[src/rtl/sprite_sched.sv]
// -----------------------------------------------------------------------------
// sprite_sched -- sprite slot table and per-line lane scheduler (clk_pix domain)
//
// Owns NSPR sprite slots (x, y, vx, enable). On a frame pulse every enabled
// slot is stepped horizontally, bouncing at the off-screen margins. On a line
// pulse the table is scanned for sprites covering the next scanline and up to
// LANES of them (lowest slot index first) are handed to the sprite-engine lanes.
//
// Ports
//   clk_pix, rst_pix_n     pixel clock, asynchronous active-low reset
//   frame, line            one-cycle start-of-frame / start-of-line pulses
//   sy                     current line (signed)
//   cfg_we/addr/field/data slot write port; field 0=x 1=y 2=vx 3=ctrl(bit0=en)
//   cfg_busy               high whenever the scheduler is not IDLE; writes
//                          are only taken while it is low
//   lane_valid/id/x/y      per-lane assignment, packed lane 0 in the LSBs
//   sched_done             one-cycle pulse when the lane outputs update
//   overflow               pulses with sched_done if hits exceeded LANES
//   ovf_count              (SPRITE_SCHED_STATS_EN only) overflowing commits in
//                          the current frame, saturating at 255
//
// Build option: define SPRITE_SCHED_STATS_EN to add the ovf_count output.
// -----------------------------------------------------------------------------
module sprite_sched #(
  parameter int  CORDW     = 16,
  parameter int  NSPR      = 8,
  parameter int  LANES     = 2,
  parameter int  H_RES     = 640,
  parameter int  V_RES     = 480,
  parameter int  SPR_DRAWW = 64,
  parameter int  SPR_DRAWH = 64,
  localparam int IDW       = $clog2(NSPR)
) (
  input  logic                    clk_pix,
  input  logic                    rst_pix_n,
  input  logic                    frame,
  input  logic                    line,
  input  logic signed [CORDW-1:0] sy,
  input  logic                    cfg_we,
  input  logic [IDW-1:0]          cfg_addr,
  input  logic [1:0]              cfg_field,
  input  logic signed [CORDW-1:0] cfg_data,
  output logic                    cfg_busy,
  output logic [LANES-1:0]        lane_valid,
  output logic [LANES*IDW-1:0]    lane_id,
  output logic [LANES*CORDW-1:0]  lane_x,
  output logic [LANES*CORDW-1:0]  lane_y,
  output logic                    sched_done,
  output logic                    overflow
`ifdef SPRITE_SCHED_STATS_EN
  ,
  output logic [7:0]              ovf_count
`endif
);

  typedef enum logic [1:0] {S_IDLE, S_MOVE, S_SCAN, S_COMMIT} state_t;

  // Motion compares run two bits wider so x + margins never wraps; the
  // visibility compare runs one bit wider so y + height never wraps.
  localparam int MW   = CORDW + 2;
  localparam int SW   = CORDW + 1;
  localparam int CNTW = $clog2(LANES + 1);

  localparam logic [IDW-1:0]          LAST_IDX  = IDW'(NSPR - 1);
  localparam logic signed [MW-1:0]    W_M       = MW'(SPR_DRAWW);
  localparam logic signed [MW-1:0]    X_HI      = MW'(H_RES + 2 * SPR_DRAWW);
  localparam logic signed [MW-1:0]    X_LO      = MW'(-2 * SPR_DRAWW);
  localparam logic signed [SW-1:0]    H_S       = SW'(SPR_DRAWH);
  localparam logic signed [CORDW-1:0] LAST_LINE = CORDW'(V_RES - 1);

  // The scan always looks one line ahead; the last visible line wraps to 0.
  function automatic logic signed [CORDW-1:0] next_line(input logic signed [CORDW-1:0] s);
    return (s == LAST_LINE) ? '0 : s + CORDW'(1);
  endfunction

  state_t state, state_nxt;

  // Slot table
  logic signed [CORDW-1:0] slot_x  [NSPR];
  logic signed [CORDW-1:0] slot_y  [NSPR];
  logic signed [CORDW-1:0] slot_vx [NSPR];
  logic [NSPR-1:0]         slot_en;

  // Sequencing
  logic [IDW-1:0]          idx;
  logic signed [CORDW-1:0] target;
  logic signed [CORDW-1:0] pend_tgt;
  logic                    line_pend;
  logic                    frame_pend;

  // Shadow lanes, built during SCAN and published in COMMIT
  logic [LANES-1:0]        sh_valid;
  logic [IDW-1:0]          sh_id [LANES];
  logic signed [CORDW-1:0] sh_x  [LANES];
  logic signed [CORDW-1:0] sh_y  [LANES];
  logic [CNTW-1:0]         sh_cnt;
  logic                    sh_ovf;

  // Shared decode
  logic                    last_idx, want_frame, want_line;
  logic                    start_move, start_scan;
  logic signed [CORDW-1:0] scan_tgt;

  assign last_idx   = (idx == LAST_IDX);
  assign want_frame = frame | frame_pend;
  assign want_line  = line | line_pend;
  assign start_move = (state == S_IDLE) && want_frame;
  assign start_scan = ((state == S_IDLE) && !want_frame && want_line) ||
                      ((state == S_MOVE) && last_idx && want_line);
  // A line pulse arriving on the very cycle a scan starts is the newest one.
  assign scan_tgt   = line ? next_line(sy) : pend_tgt;

  // Motion step for the slot under idx
  logic signed [CORDW-1:0] cur_x, cur_vx;
  logic signed [MW-1:0]    cur_xe;
  logic                    vx_pos, vx_neg, bounce;

  assign cur_x  = slot_x[idx];
  assign cur_vx = slot_vx[idx];
  assign cur_xe = {{2{cur_x[CORDW-1]}}, cur_x};
  assign vx_neg = cur_vx[CORDW-1];
  assign vx_pos = !cur_vx[CORDW-1] && (cur_vx != '0);
  assign bounce = (vx_pos && (cur_xe + W_M >= X_HI)) || (vx_neg && (cur_xe <= X_LO));

  // Visibility test for the slot under idx
  logic signed [SW-1:0] tgt_e, y_e, y_end;
  logic                 hit;

  assign tgt_e = {target[CORDW-1], target};
  assign y_e   = {slot_y[idx][CORDW-1], slot_y[idx]};
  assign y_end = y_e + H_S;
  assign hit   = slot_en[idx] && (tgt_e >= y_e) && (tgt_e < y_end);

  // NOTE: state registers use non-blocking assignments so every flop samples
  // the pre-edge values, independent of block ordering.
  always_ff @(posedge clk_pix or negedge rst_pix_n) begin
    if (!rst_pix_n) state <= S_IDLE;
    else            state <= state_nxt;
  end

  // NOTE: every always_comb output gets a default first, so no path through
  // the case statement can leave it unassigned and infer a latch.
  always_comb begin
    state_nxt = state;
    cfg_busy  = 1'b1;
    unique case (state)
      S_IDLE: begin
        cfg_busy = 1'b0;
        if (want_frame)     state_nxt = S_MOVE;
        else if (want_line) state_nxt = S_SCAN;
      end
      S_MOVE:   if (last_idx) state_nxt = want_line ? S_SCAN : S_IDLE;
      S_SCAN:   if (last_idx) state_nxt = S_COMMIT;
      S_COMMIT: state_nxt = S_IDLE;
      default:  state_nxt = S_IDLE;
    endcase
  end

  // Slot table: config writes in IDLE, motion updates in MOVE.
  // NOTE: the table is a flop array, not a RAM, because it must read back as
  // zero immediately on reset; do not map it onto a memory macro.
  always_ff @(posedge clk_pix or negedge rst_pix_n) begin
    if (!rst_pix_n) begin
      for (int i = 0; i < NSPR; i++) begin
        slot_x[i]  <= '0;
        slot_y[i]  <= '0;
        slot_vx[i] <= '0;
      end
      slot_en <= '0;
    end else if (state == S_IDLE && cfg_we) begin
      unique case (cfg_field)
        2'd0: slot_x[cfg_addr]  <= cfg_data;
        2'd1: slot_y[cfg_addr]  <= cfg_data;
        2'd2: slot_vx[cfg_addr] <= cfg_data;
        2'd3: slot_en[cfg_addr] <= cfg_data[0];
        default: ;
      endcase
    end else if (state == S_MOVE && slot_en[idx]) begin
      if (bounce) slot_vx[idx] <= -cur_vx;
      else        slot_x[idx]  <= cur_x + cur_vx;
    end
  end

  // Sequencing, pending requests, shadow lanes and published outputs
  always_ff @(posedge clk_pix or negedge rst_pix_n) begin
    if (!rst_pix_n) begin
      idx        <= '0;
      target     <= '0;
      pend_tgt   <= '0;
      line_pend  <= 1'b0;
      frame_pend <= 1'b0;
      sh_valid   <= '0;
      sh_cnt     <= '0;
      sh_ovf     <= 1'b0;
      for (int l = 0; l < LANES; l++) begin
        sh_id[l] <= '0;
        sh_x[l]  <= '0;
        sh_y[l]  <= '0;
      end
      lane_valid <= '0;
      lane_id    <= '0;
      lane_x     <= '0;
      lane_y     <= '0;
      sched_done <= 1'b0;
      overflow   <= 1'b0;
    end else begin
      if (state == S_MOVE || state == S_SCAN) idx <= last_idx ? '0 : idx + 1'b1;
      else                                    idx <= '0;

      if (start_move) frame_pend <= 1'b0;
      else if (frame) frame_pend <= 1'b1;

      if (start_scan) begin
        target    <= scan_tgt;
        line_pend <= 1'b0;
      end else if (line) begin
        line_pend <= 1'b1;
        pend_tgt  <= next_line(sy);
      end

      if (start_scan) begin
        sh_valid <= '0;
        sh_cnt   <= '0;
        sh_ovf   <= 1'b0;
        for (int l = 0; l < LANES; l++) begin
          sh_id[l] <= '0;
          sh_x[l]  <= '0;
          sh_y[l]  <= '0;
        end
      end else if (state == S_SCAN && hit) begin
        if (sh_cnt == CNTW'(LANES)) begin
          sh_ovf <= 1'b1;
        end else begin
          for (int l = 0; l < LANES; l++) begin
            if (sh_cnt == CNTW'(l)) begin
              sh_valid[l] <= 1'b1;
              sh_id[l]    <= idx;
              sh_x[l]     <= slot_x[idx];
              sh_y[l]     <= slot_y[idx];
            end
          end
          sh_cnt <= sh_cnt + 1'b1;
        end
      end

      sched_done <= (state == S_COMMIT);
      overflow   <= (state == S_COMMIT) && sh_ovf;
      if (state == S_COMMIT) begin
        for (int l = 0; l < LANES; l++) begin
          lane_valid[l]                <= sh_valid[l];
          lane_id[l*IDW +: IDW]        <= sh_id[l];
          lane_x[l*CORDW +: CORDW]     <= sh_x[l];
          lane_y[l*CORDW +: CORDW]     <= sh_y[l];
        end
      end
    end
  end

`ifdef SPRITE_SCHED_STATS_EN
  always_ff @(posedge clk_pix or negedge rst_pix_n) begin
    if (!rst_pix_n)                                           ovf_count <= '0;
    else if (start_move)                                      ovf_count <= '0;
    else if (state == S_COMMIT && sh_ovf && ovf_count != 8'hFF) ovf_count <= ovf_count + 8'd1;
  end
`endif

endmodule

[config.mk]
export PLATFORM = sky130hd
export DESIGN_NAME = sprite_sched
export DESIGN_NICKNAME = d
export VERILOG_FILES = /design/src/rtl/sprite_sched.sv
export SDC_FILE = /design/constraint.sdc
export NUM_CORES = 1
export LEC_CHECK = 0
export CAP_MARGIN = 20
export CORE_MARGIN = 2
export CORE_UTILIZATION = 35
export CTS_CLUSTER_SIZE = 25
export DETAILED_ROUTE_END_ITERATION = 16
export GPL_TIMING_DRIVEN = 0
export PLACE_DENSITY = 0.51
export SLEW_MARGIN = 20
export SYNTH_ARGS = -nofsm -noshare
export SYNTH_HDL_FRONTEND = slang
export SYNTH_SLANG_ARGS = --single-unit
[constraint.sdc]
create_clock -name clk_pix -period 5.9 [get_ports clk_pix]
set_clock_uncertainty 0.05 [all_clocks]
set_input_delay 1.18 -clock clk_pix [delete_from_list [all_inputs] [get_ports clk_pix]]
set_output_delay 1.18 -clock clk_pix [all_outputs]
set_load 0.01 [all_outputs]
After elaboration in Yosys (flattened, before gate mapping):

Cells that the tools add are included.

* word-level logic and storage cells: 201
* register bits: 580
* bits of input ports: 42
* output and inout bits: 75

* magnitude comparators: 11
* bitwise gates (word level): 4
* mux-type cells: 72
* add/subtract/negate cells: 7
* reductions and logical operators: 43
* equality and inequality tests: 17

Operators with widths (number)
* 128-bit 2-to-1 mux: 8
* 128-bit bitwise mux: 5
* 16-bit 2-to-1 mux: 14
* 32-bit 2-to-1 mux: 6
* 16-bit binary-select mux with 3-bit select: 3
* 16-bit demux with 3-bit select: 2
* 16-bit by 8-bit adder with 17-bit output, second input constant: 2
* 2-bit 2-to-1 mux: 11
* 6-bit 2-to-1 mux: 3
* 17-bit by 11-bit greater-or-equal comparator with 1-bit output, second input constant: 1
* 1-bit logical AND: 17
* 16-bit by 17-bit < comparator with 1-bit output: 1
* 16-bit by 1-bit adder with 16-bit output, second input constant: 1
* 16-bit adder: 1
* 16-bit by 10-bit equality test with 1-bit output, second input constant: 1
* 16-bit greater-or-equal comparator: 1
* 16-bit by 8-bit <= comparator with 1-bit output, second input constant: 1
* 16-bit negator: 1
* 16-bit nonzero test: 1
* 2-bit nonzero test: 8
* 3-bit AND reduction: 5
* 1-bit 2-to-1 mux: 12
* 3-bit 2-to-1 mux: 4
* 2-bit equality test, second input constant: 5
* other kinds (21): 40

Longest topological paths before layout:

Gate-level depths: netlist (run 1).

* depth in word-level cells: 11
* mapped depth: 25

Worst setup path after synthesis (run 1):

No wires, ideal clock.

* path type: register to register
* from: register idx[1]
* to: register sh_y[12] (netlist name)
* setup slack: 0.742 ns
* required time: 5.783 ns
* library setup time: 0.067 ns
* arrival time: 5.041 ns
* stages on the path, launching flop included: 24
* path through: dfrtp_1 > buf_4 > buf_6 > buf_4 > buf_2 > buf_2 > o21ai_0 > a221o_1 > inv_1 > or3_1 > or3_1 > or3_1 > nor3_1 > xnor2_1 > ha_1 > nand4_1 > nor3_1 > a2111oi_0 > nand3_1 > a211oi_1 > clkbuf_1 > and3_1 > buf_2 > a22o_1

* longest elaborated chain between the ends: 10
* elaborated cells on any way between the ends: 24
* those cells by class: 1 x add/sub; 2 x order compare; 2 x eq/ne; 9 x mux; 1 x bitwise; 9 x reduce/logical

RTL lines
* start, declared: RTL line 85 `logic [IDW-1:0] idx;`
* start signal, assigned: RTL line 207 `if (state == S_MOVE || state == S_SCAN) idx <= last_idx ? '0 : idx + 1'b1;`
* 3-bit NOT with 4-bit output (implied by the code): RTL line 130, 239
* 16-bit binary-select mux with 3-bit select: RTL line 130, 239
* 16-bit 2-to-1 mux (implied by the code) (2 in a row): RTL line 130, 239
* 16-bit by 8-bit adder with 17-bit output / 16-bit greater-or-equal comparator (equally long branches): RTL line 131, 132
* 16-bit by 17-bit < comparator with 1-bit output / 1-bit logical AND (equally long branches): RTL line 132 `assign hit = slot_en[idx] && (tgt_e >= y_e) && (tgt_e < y_end);`
* 1-bit logical AND: RTL line 132
* 1-bit logical AND: RTL line 230 `end else if (state == S_SCAN && hit) begin`
* 2-bit nonzero test (no source line)
* 3-bit AND reduction (no source line)
* end signal, assigned by index: RTL line 239 `sh_y[l] <= slot_y[idx];`
* end, declared: RTL line 95 `logic signed [CORDW-1:0] sh_y [LANES];`

Several ways; a longest one is shown, not always the timed one. The select of a mux whose other input is x is not followed.
A chain may end at the register's enable or synchronous reset.

Worst setup path in the final report (run 1):

* from: register idx[1]
* to: register slot_x[121] (netlist name)

* longest elaborated chain between the ends: 10
* elaborated cells on any way between the ends: 32
* those cells by class: 2 x add/sub; 4 x order compare; 1 x eq/ne; 14 x mux; 1 x bitwise; 10 x reduce/logical

RTL lines
* 3-bit NOT with 4-bit output (implied by the code): RTL line 118, 119, 180
* 16-bit binary-select mux with 3-bit select (on tied branches): RTL line 118, 119
* 16-bit 2-to-1 mux (on tied branches) (2 in a row): RTL line 118, 119
* 16-bit by 8-bit adder with 17-bit output, or another cell as far along: RTL line 123 `assign bounce = (vx_pos && (cur_xe + W_M >= X_HI)) || (vx_neg && (cur_xe <= X_LO));`
* 17-bit by 11-bit greater-or-equal comparator with 1-bit output / 1-bit logical AND (equally long branches): RTL line 123, 122
* 1-bit logical AND: RTL line 123
* 1-bit logical OR: RTL line 123
* 2-bit by 1-bit inequality test with 1-bit output (no source line)
* 3-bit AND reduction (no source line)
* end signal, assigned by index: RTL line 172 `2'd0: slot_x[cfg_addr] <= cfg_data;`
* end signal, assigned by index: RTL line 180 `else slot_x[idx] <= cur_x + cur_vx;`
* end, declared: RTL line 79 `logic signed [CORDW-1:0] slot_x [NSPR];`

Several ways; a longest one is shown, not always the timed one. The select of a mux whose other input is x is not followed.

==> impl_metrics.yaml, run 1 <==
routing:
  drt_iter0_markers: 2496
  viasPerCell: 6.04
  wl_per_cell_um: 29.8
  drcViolationCount: 0
  vias: 23446
  postRouteAntennaNets: 0
  wirelength_um: 116000
  first_pass_iters: 5
setup_path:
  critical-path-max-stage-delay_ns: 0.46
  cpMaxStageDelayCell: "dfrtp_2"
  worstPathCellList: "buf_6 > buf_6 > buf_4 > buf_6 > buf_6 > buf_6 > mux4_2 > mux2i_2 > buf_4 > ha_1 > nand3_1 > nor4_2 > o32ai_2 > o32ai_2 > buf_4 > nand2_1 > buf_2 > a22o_1"
  startpoint_type: "flip-flop"
  reg2reg_slack_ns: 0.11
  path_max_fanout: 10
  cp.arrival_ns: 6.24
  worst-r2r-cell-count: 18
  worstSetupPathType: "reg2reg"
  r2r_start: "idx[1]"
  path_common_cell: "buf_6"
  r2r-end: "slot_x[121]"
  required_ns: 6.34
  cp-end-kind: "flip-flop"
grt:
  grt_pass1_vias: 23445
  grt_pass1_wl_um: 168000
  antenna_found_initial: 2
  grt_usage_pct: 26.9
  overflow: 0
  grt_max_degree: 102
synth:
  synth_area_leader_cell: "dfrtp_1"
  ys.flop_type: "dfrtp_1"
  synth_area_leaders: "dfrtp_1 (50%), a22o_1 (9.4%), mux2_2 (9.3%), o21ai_0 (4.9%), mux4_2 (3.0%)"
  avgSynthCellArea_um2: 11.4
  synth_cells: 2546
  async_flop_share_pct: 100
  synth_area_um2: 29000
  ys_warn_count: 0
  ys_ff_latch: 580
  synth_edf_count: 0
  synth_most_common_cell: "dfrtp_1"
  synth_common_cells: "dfrtp_1 (580), a22o_1 (311), o21ai_0 (283)"
  syn-num-nets: 2644
  synth_top_area_share_pct: 50.1
  synthDistinctLibCells: 81
  ys_seq_area_share_pct: 50.1
sta:
  slew_violations: 0
  setup_viol: 0
  finalCriticalPeriod_ns: 5.79
  rsz0062_at_grt: "false"
  timing.hold.ws_ns: 0.417
  fmax_mhz: 173
  worst_pin_slew_ns: 1.30
  max_slew_margin_pct: 12.7
  period_share_pct: 98.2
  tns_ns: 0
  hold_viol: 0
floorplan:
  initial_utilization_pct: 35.3
  die_w_um: 292
  ioPinCount: 117
  num_rows: 105
  dieArea_um2: 85100
  core_area_um2: 82000
  die_height_um: 292
pwr:
  power_density_nw_per_um2: 547
  p_total_uw: 18900
  vdd_drop_max_uv: 273
  p_leak_uw: 0.0154
placement:
  finalWeightedCongestion: 0.948
  port_buffers: 111
  hpwl_um: 87300
  placed_cells: 3737
cts:
  clock_latency_ns: 0.62
  cts-root-buf: "clkbuf_16"
  cts_tree: "done"
  clockBufferDepth: 3
  cts_hold_buf: 0
  htreeDepth: 3
  cts_made_buffers: 70
  clk_pin_slew_ns: 0.06
  cts.sinks: 580
cells_and_area:
  finalNonFillerCells: 3879
  fillerInstances: 7787
  synthToLayoutAreaGrowth_pct: 19.1
  drive_above_1_share_pct: 20.6
  nets: 2857
worst_hold_path:
  hp-class: "in2async"
flow_run:
  cap_violations: 0
status:
  run_status: "complete, no violations"
[state kept, by name (all words and copies together), names as in the netlist]
name and cells:
sched_done 1, sh_valid 2, frame_pend 1, sh_ovf 1
overflow 1, sh_id 6, pend_tgt 16, line_pend 1
sh_x 32, sh_cnt 2, lane_valid 2, lane_id 6
sh_y 32, idx 3, slot_vx 128, lane_x 32
slot_y 128, target 16, slot_en 8, slot_x 128
state 2, lane_y 32
[cells in the final DEF (no fill, tap or decap), types with 55 or more instances in the layout]
cell type and n:
dfrtp_1 577, mux2_2 239, a22o_1 311, nand2_1 200, clkdlybuf4s50_1 110, nor2_1 91, inv_1 57, clkbuf_16 72
o21ai_0 279, clkbuf_1 105, ha_1 55
[logic make-up (layout without fill, tap and decap cells)]
family / after synthesis / in the layout / share of synthesized area, %
AND/OR/NAND/NOR: 453 / 453 / 7.21
other: 0 / 1 / 0
multiplexers: 311 / 311 / 13.5
flip-flops: 580 / 580 / 50.1
buffers and inverters: 251 / 513 / 4.28
AO/OA/AOI/OAI: 845 / 845 / 21.0
XOR/XNOR: 50 / 50 / 1.51
adder cells (fa/ha/maj): 56 / 56 / 2.44
[per-layer routing]
layer	track usage [%]	up-vias	wire length, µm
met3	6.86	176	10900
li1	-	9973	-
met5	0	-	0
met1	38.2	12104	50900
met4	7.54	0	3190
met2	40.7	1193	50700
[critical path, delay by kind of cell (launching register included)]
| kind | cells | cell delay (ns) |
|---|---|---|
| AOI/OAI and AO/OA | 3 | 0.88 |
| and+or+nand+nor | 3 | 0.93 |
| adders and majority gates | 1 | 0.26 |
| DFF | 1 | 0.46 |
| buffers and inverters | 9 | 2.30 |
| muxes | 2 | 0.71 |
[area by class of cell]
type	count	area, µm²	share of cell area (%)
antenna	1	2.50	0.00725
buffer	190	1190	3.44
clock buffer	107	2100	6.10
clock inverter	14	168	0.486
inverter	61	233	0.674
multi-input combinational	1715	13500	39.0
sequential	580	14500	42.1
tap	1070	1340	3.88
timing repair buffer	141	1490	4.32
[timing repair]
action / in CTS / in global routing
pin swaps: 8 / 3
setup buffers: 18 / 2
setup endpoints to repair: 331 / 171
resized for setup: 99 / 31
[stage by stage]
stage	utilization, %	area, µm²	setup slack, ns
after global placement	38.3	31400	-22.64
after global routing	42.1	34500	0.00129
after detailed placement	38.6	31700	-1.99
after floorplan	-	29000	0.742
final	42.1	34500	0.106
after CTS	41.9	34400	0.0122
[worst max-delay path by stage]
stage	from	endpoint	cells after the start	slack [ns]
floorplan	idx[1]	sh_y[12]	23	0.74
global placement	rst_pix_n	slot_y[67]	1	-22.64
detailed placement	idx[2]	sh_x[13]	21	-1.99
CTS	idx[1]	slot_x[29]	18	0.01
global route	idx[1]	slot_x[78]	21	0.001
finish	idx[1]	slot_x[121]	18	0.11
[power by group]
| group | leakage, µW | total (µW) | internal, µW | switching [µW] |
|---|---|---|---|---|
| registers | 0.00780 | 5850 | 5040 | 811 |
| clock network | 0.00112 | 4350 | 2580 | 1770 |
| logic | 0.00650 | 8670 | 2980 | 5700 |
| total | 0.0154 | 18900 | 10600 | 8280 |
Note: power is estimated with default switching activity, not from simulation.
==> run 2, diff against run 1 <==
--- a/config.mk
+++ b/config.mk
@@ -5,6 +5,7 @@
 export SDC_FILE = /design/constraint.sdc
 export NUM_CORES = 1
 export LEC_CHECK = 0
+export ABC_AREA = 1
 export CAP_MARGIN = 20
 export CORE_MARGIN = 2
 export CORE_UTILIZATION = 35
==> run 2 against run 1 <==
Compared with the run above:
- utilization decreased by 1.1 points
- sequential share of layout area shrank 1.8 points
- hold slack got worse by 0.011 ns
- critical path type unchanged
==> impl_metrics.yaml, run 2 <==
placement:
  port_buffers: 103
  hpwl_um: 100000
  pre_cts_ws_ns: -0.393
  finalWeightedCongestion: 1.04
synth:
  synth_most_common_cell: "nand2_1"
  synth_edf_count: 0
  synth_cells: 4073
  synth_area_leader_cell: "dfrtp_1"
  ys.flop_type: "dfrtp_1"
  synth_common_cells: "nand2_1 (1661), dfrtp_1 (580), inv_1 (265)"
  ys_seq_area_share_pct: 46.7
  async_flop_share_pct: 100
  ys_ff_latch: 580
  syn-num-nets: 4171
  synth_area_um2: 31100
  ys_warn_count: 0
  synthDistinctLibCells: 48
  synth_top_area_share_pct: 46.7
  avgSynthCellArea_um2: 7.63
  synth_area_leaders: "dfrtp_1 (47%), nand2_1 (20%), o21ai_0 (3.9%), inv_1 (3.2%), nand4_1 (3.1%)"
grt:
  grt_max_degree: 90
  grt_pass1_vias: 28019
  antenna_found_initial: 2
  grtUsageMet2_pct: 42.7
  grt_pass1_wl_um: 195000
  overflow: 0
  grt_busiest_layer: "met2"
  use_met1_pct: 41.7
  grt_usage_pct: 29.3
  grt_util_met3_pct: 6.49
floorplan:
  core_area_um2: 88100
  ioPinCount: 117
  die_height_um: 302
  dieArea_um2: 91100
  num_rows: 109
  initial_utilization_pct: 35.3
  die_w_um: 302
sta:
  setup_viol: 0
  worst_pin_slew_ns: 1.17
  hold_viol: 0
  slew_violations: 0
  fmax_mhz: 181
  tns_ns: 0
  finalCriticalPeriod_ns: 5.53
  period_share_pct: 93.7
  max_slew_margin_pct: 22.1
  postLayoutSetupSlackWorst_ns: 0.374
  timing.hold.ws_ns: 0.406
worst_hold_path:
  hp-class: "in2async"
pwr:
  p_leak_uw: 0.0177
  vdd_drop_max_uv: 236
  power_density_nw_per_um2: 458
  p_total_uw: 16500
cells_and_area:
  drive_above_1_share_pct: 7.63
  synthToLayoutAreaGrowth_pct: 16.2
  mostFrequentLayoutCells: "nand2_1 (1657), dfrtp_1 (580), inv_1 (264), o21ai_0 (240), nand3_1 (180)"
  nets: 4349
  post-route-util_pct: 41.0
  top_regs: "slot_vx (128), slot_x (128), slot_y (128)"
  final_common_cell: "nand2_1"
  diodes: 0
setup_path:
  required_ns: 6.38
  cp.arrival_ns: 6.00
  cp-end-kind: "flip-flop"
  path_max_fanout: 10
  worstSetupPathType: "reg2reg"
  cpMaxStageDelayCell: "buf_2"
  startpoint_type: "flip-flop"
  path_common_cell: "nand2_1"
  critical-path-max-stage-delay_ns: 0.55
status:
  run_status: "complete, no violations"
cts:
  cts_made_buffers: 71
  cts.sinks: 580
  clockBufferDepth: 3
  htreeDepth: 3
  cts-root-buf: "clkbuf_16"
  cts_tree: "done"
  cts_hold_buf: 0
  clock_latency_ns: 0.66
  clk_pin_slew_ns: 0.06
routing:
  wirelength_um: 134000
  viasPerCell: 5.46
  vias: 29838
  drt_iter0_markers: 3727
  first_pass_iters: 7
  drcViolationCount: 0
  postRouteAntennaNets: 0
  wl_per_cell_um: 24.5
flow_run:
  cap_violations: 0
## run 2: cell count changes in the layout (fill, tap and decap cells not counted), sizes merged, moves of 40 or more
cell    delta
clkbuf    +40
inv      +213
a22o     -301
nand2   +1466
o22ai     +81
nand3    +158
a21oi     +40
mux2     -170
nand4    +148
o21ai     +75
## run 2: stage by stage
stage / area, µm² / instances
floorplan: 31100 / 4073
global placement: 33500 / 5341
detailed placement: 33700 / 5348
CTS: 36000 / 5467
global route: 36100 / 5466
finish: 36100 / 5466
## run 2: layer usage
layer	up-vias	part of all wire (%)
met5	-	0.0097
met4	2	4.7
met3	326	9.5
met2	1495	42
met1	14252	44
li1	13763	-
## run 2: area by class of cell
cell class	instances	area, µm²
Fill cell	9181	52000
Sequential cell	580	14500
Timing Repair Buffer	111	1240
Clock inverter	19	231
Buffer	245	1240
Clock buffer	104	2070
Inverter	276	1040
Multi-Input combinational cell	2966	14300
Tap cell	1165	1460
## run 2: critical path: cells and delay by family (launching register included)
kind,cells,cell delay [ns]
buf+inv,7,2.01
compound gates,3,0.45
simple gates,17,2.07
fa+ha+maj,1,0.36
flops,1,0.45
## run 2: worst paths after layout
kind / startpoint / end / slack (ns) / depth (start not counted)
worst max-delay path: idx[1] / sh_x[13] / 0.37 / 28
worst min-delay path: rst_pix_n / slot_y[58] / 0.41 / 1
worst max register to register: idx[1] / sh_x[13] / 0.37 / 28
worst min register to register: sh_x[1] / sh_x[1] / 0.41 / 2
max in group asynchronous: rst_pix_n / slot_vx[27] / 4.12 / 3
min in group clk_pix: sh_x[1] / sh_x[1] / 0.41 / 2
## run 2: cell families after synthesis
family / Yosys count / share of synthesized area [%]
xor gates and xnor gates: 24 / 0.677
buffers and inverters: 527 / 7.33
AOI/OAI and AO/OA: 659 / 11.9
adders and majority gates: 56 / 2.28
and+or+nand+nor: 2156 / 28.5
DFF: 580 / 46.7
muxes: 71 / 2.57
## run 2: timing repair
item,CTS,global route
buffers inserted,0,1
pin swaps,0,1
gates resized for setup,2,23
endpoints found under the hold margin,0,0
cloned,0,0
setup endpoints to repair,71,79
## run 2: power by group
part / leakage [µW] / internal (µW) / switching (µW)
registers: 0.00762 / 5060 / 628
logic: 0.00895 / 2030 / 4390
clock network: 0.00114 / 2610 / 1830
total: 0.0177 / 9690 / 6840
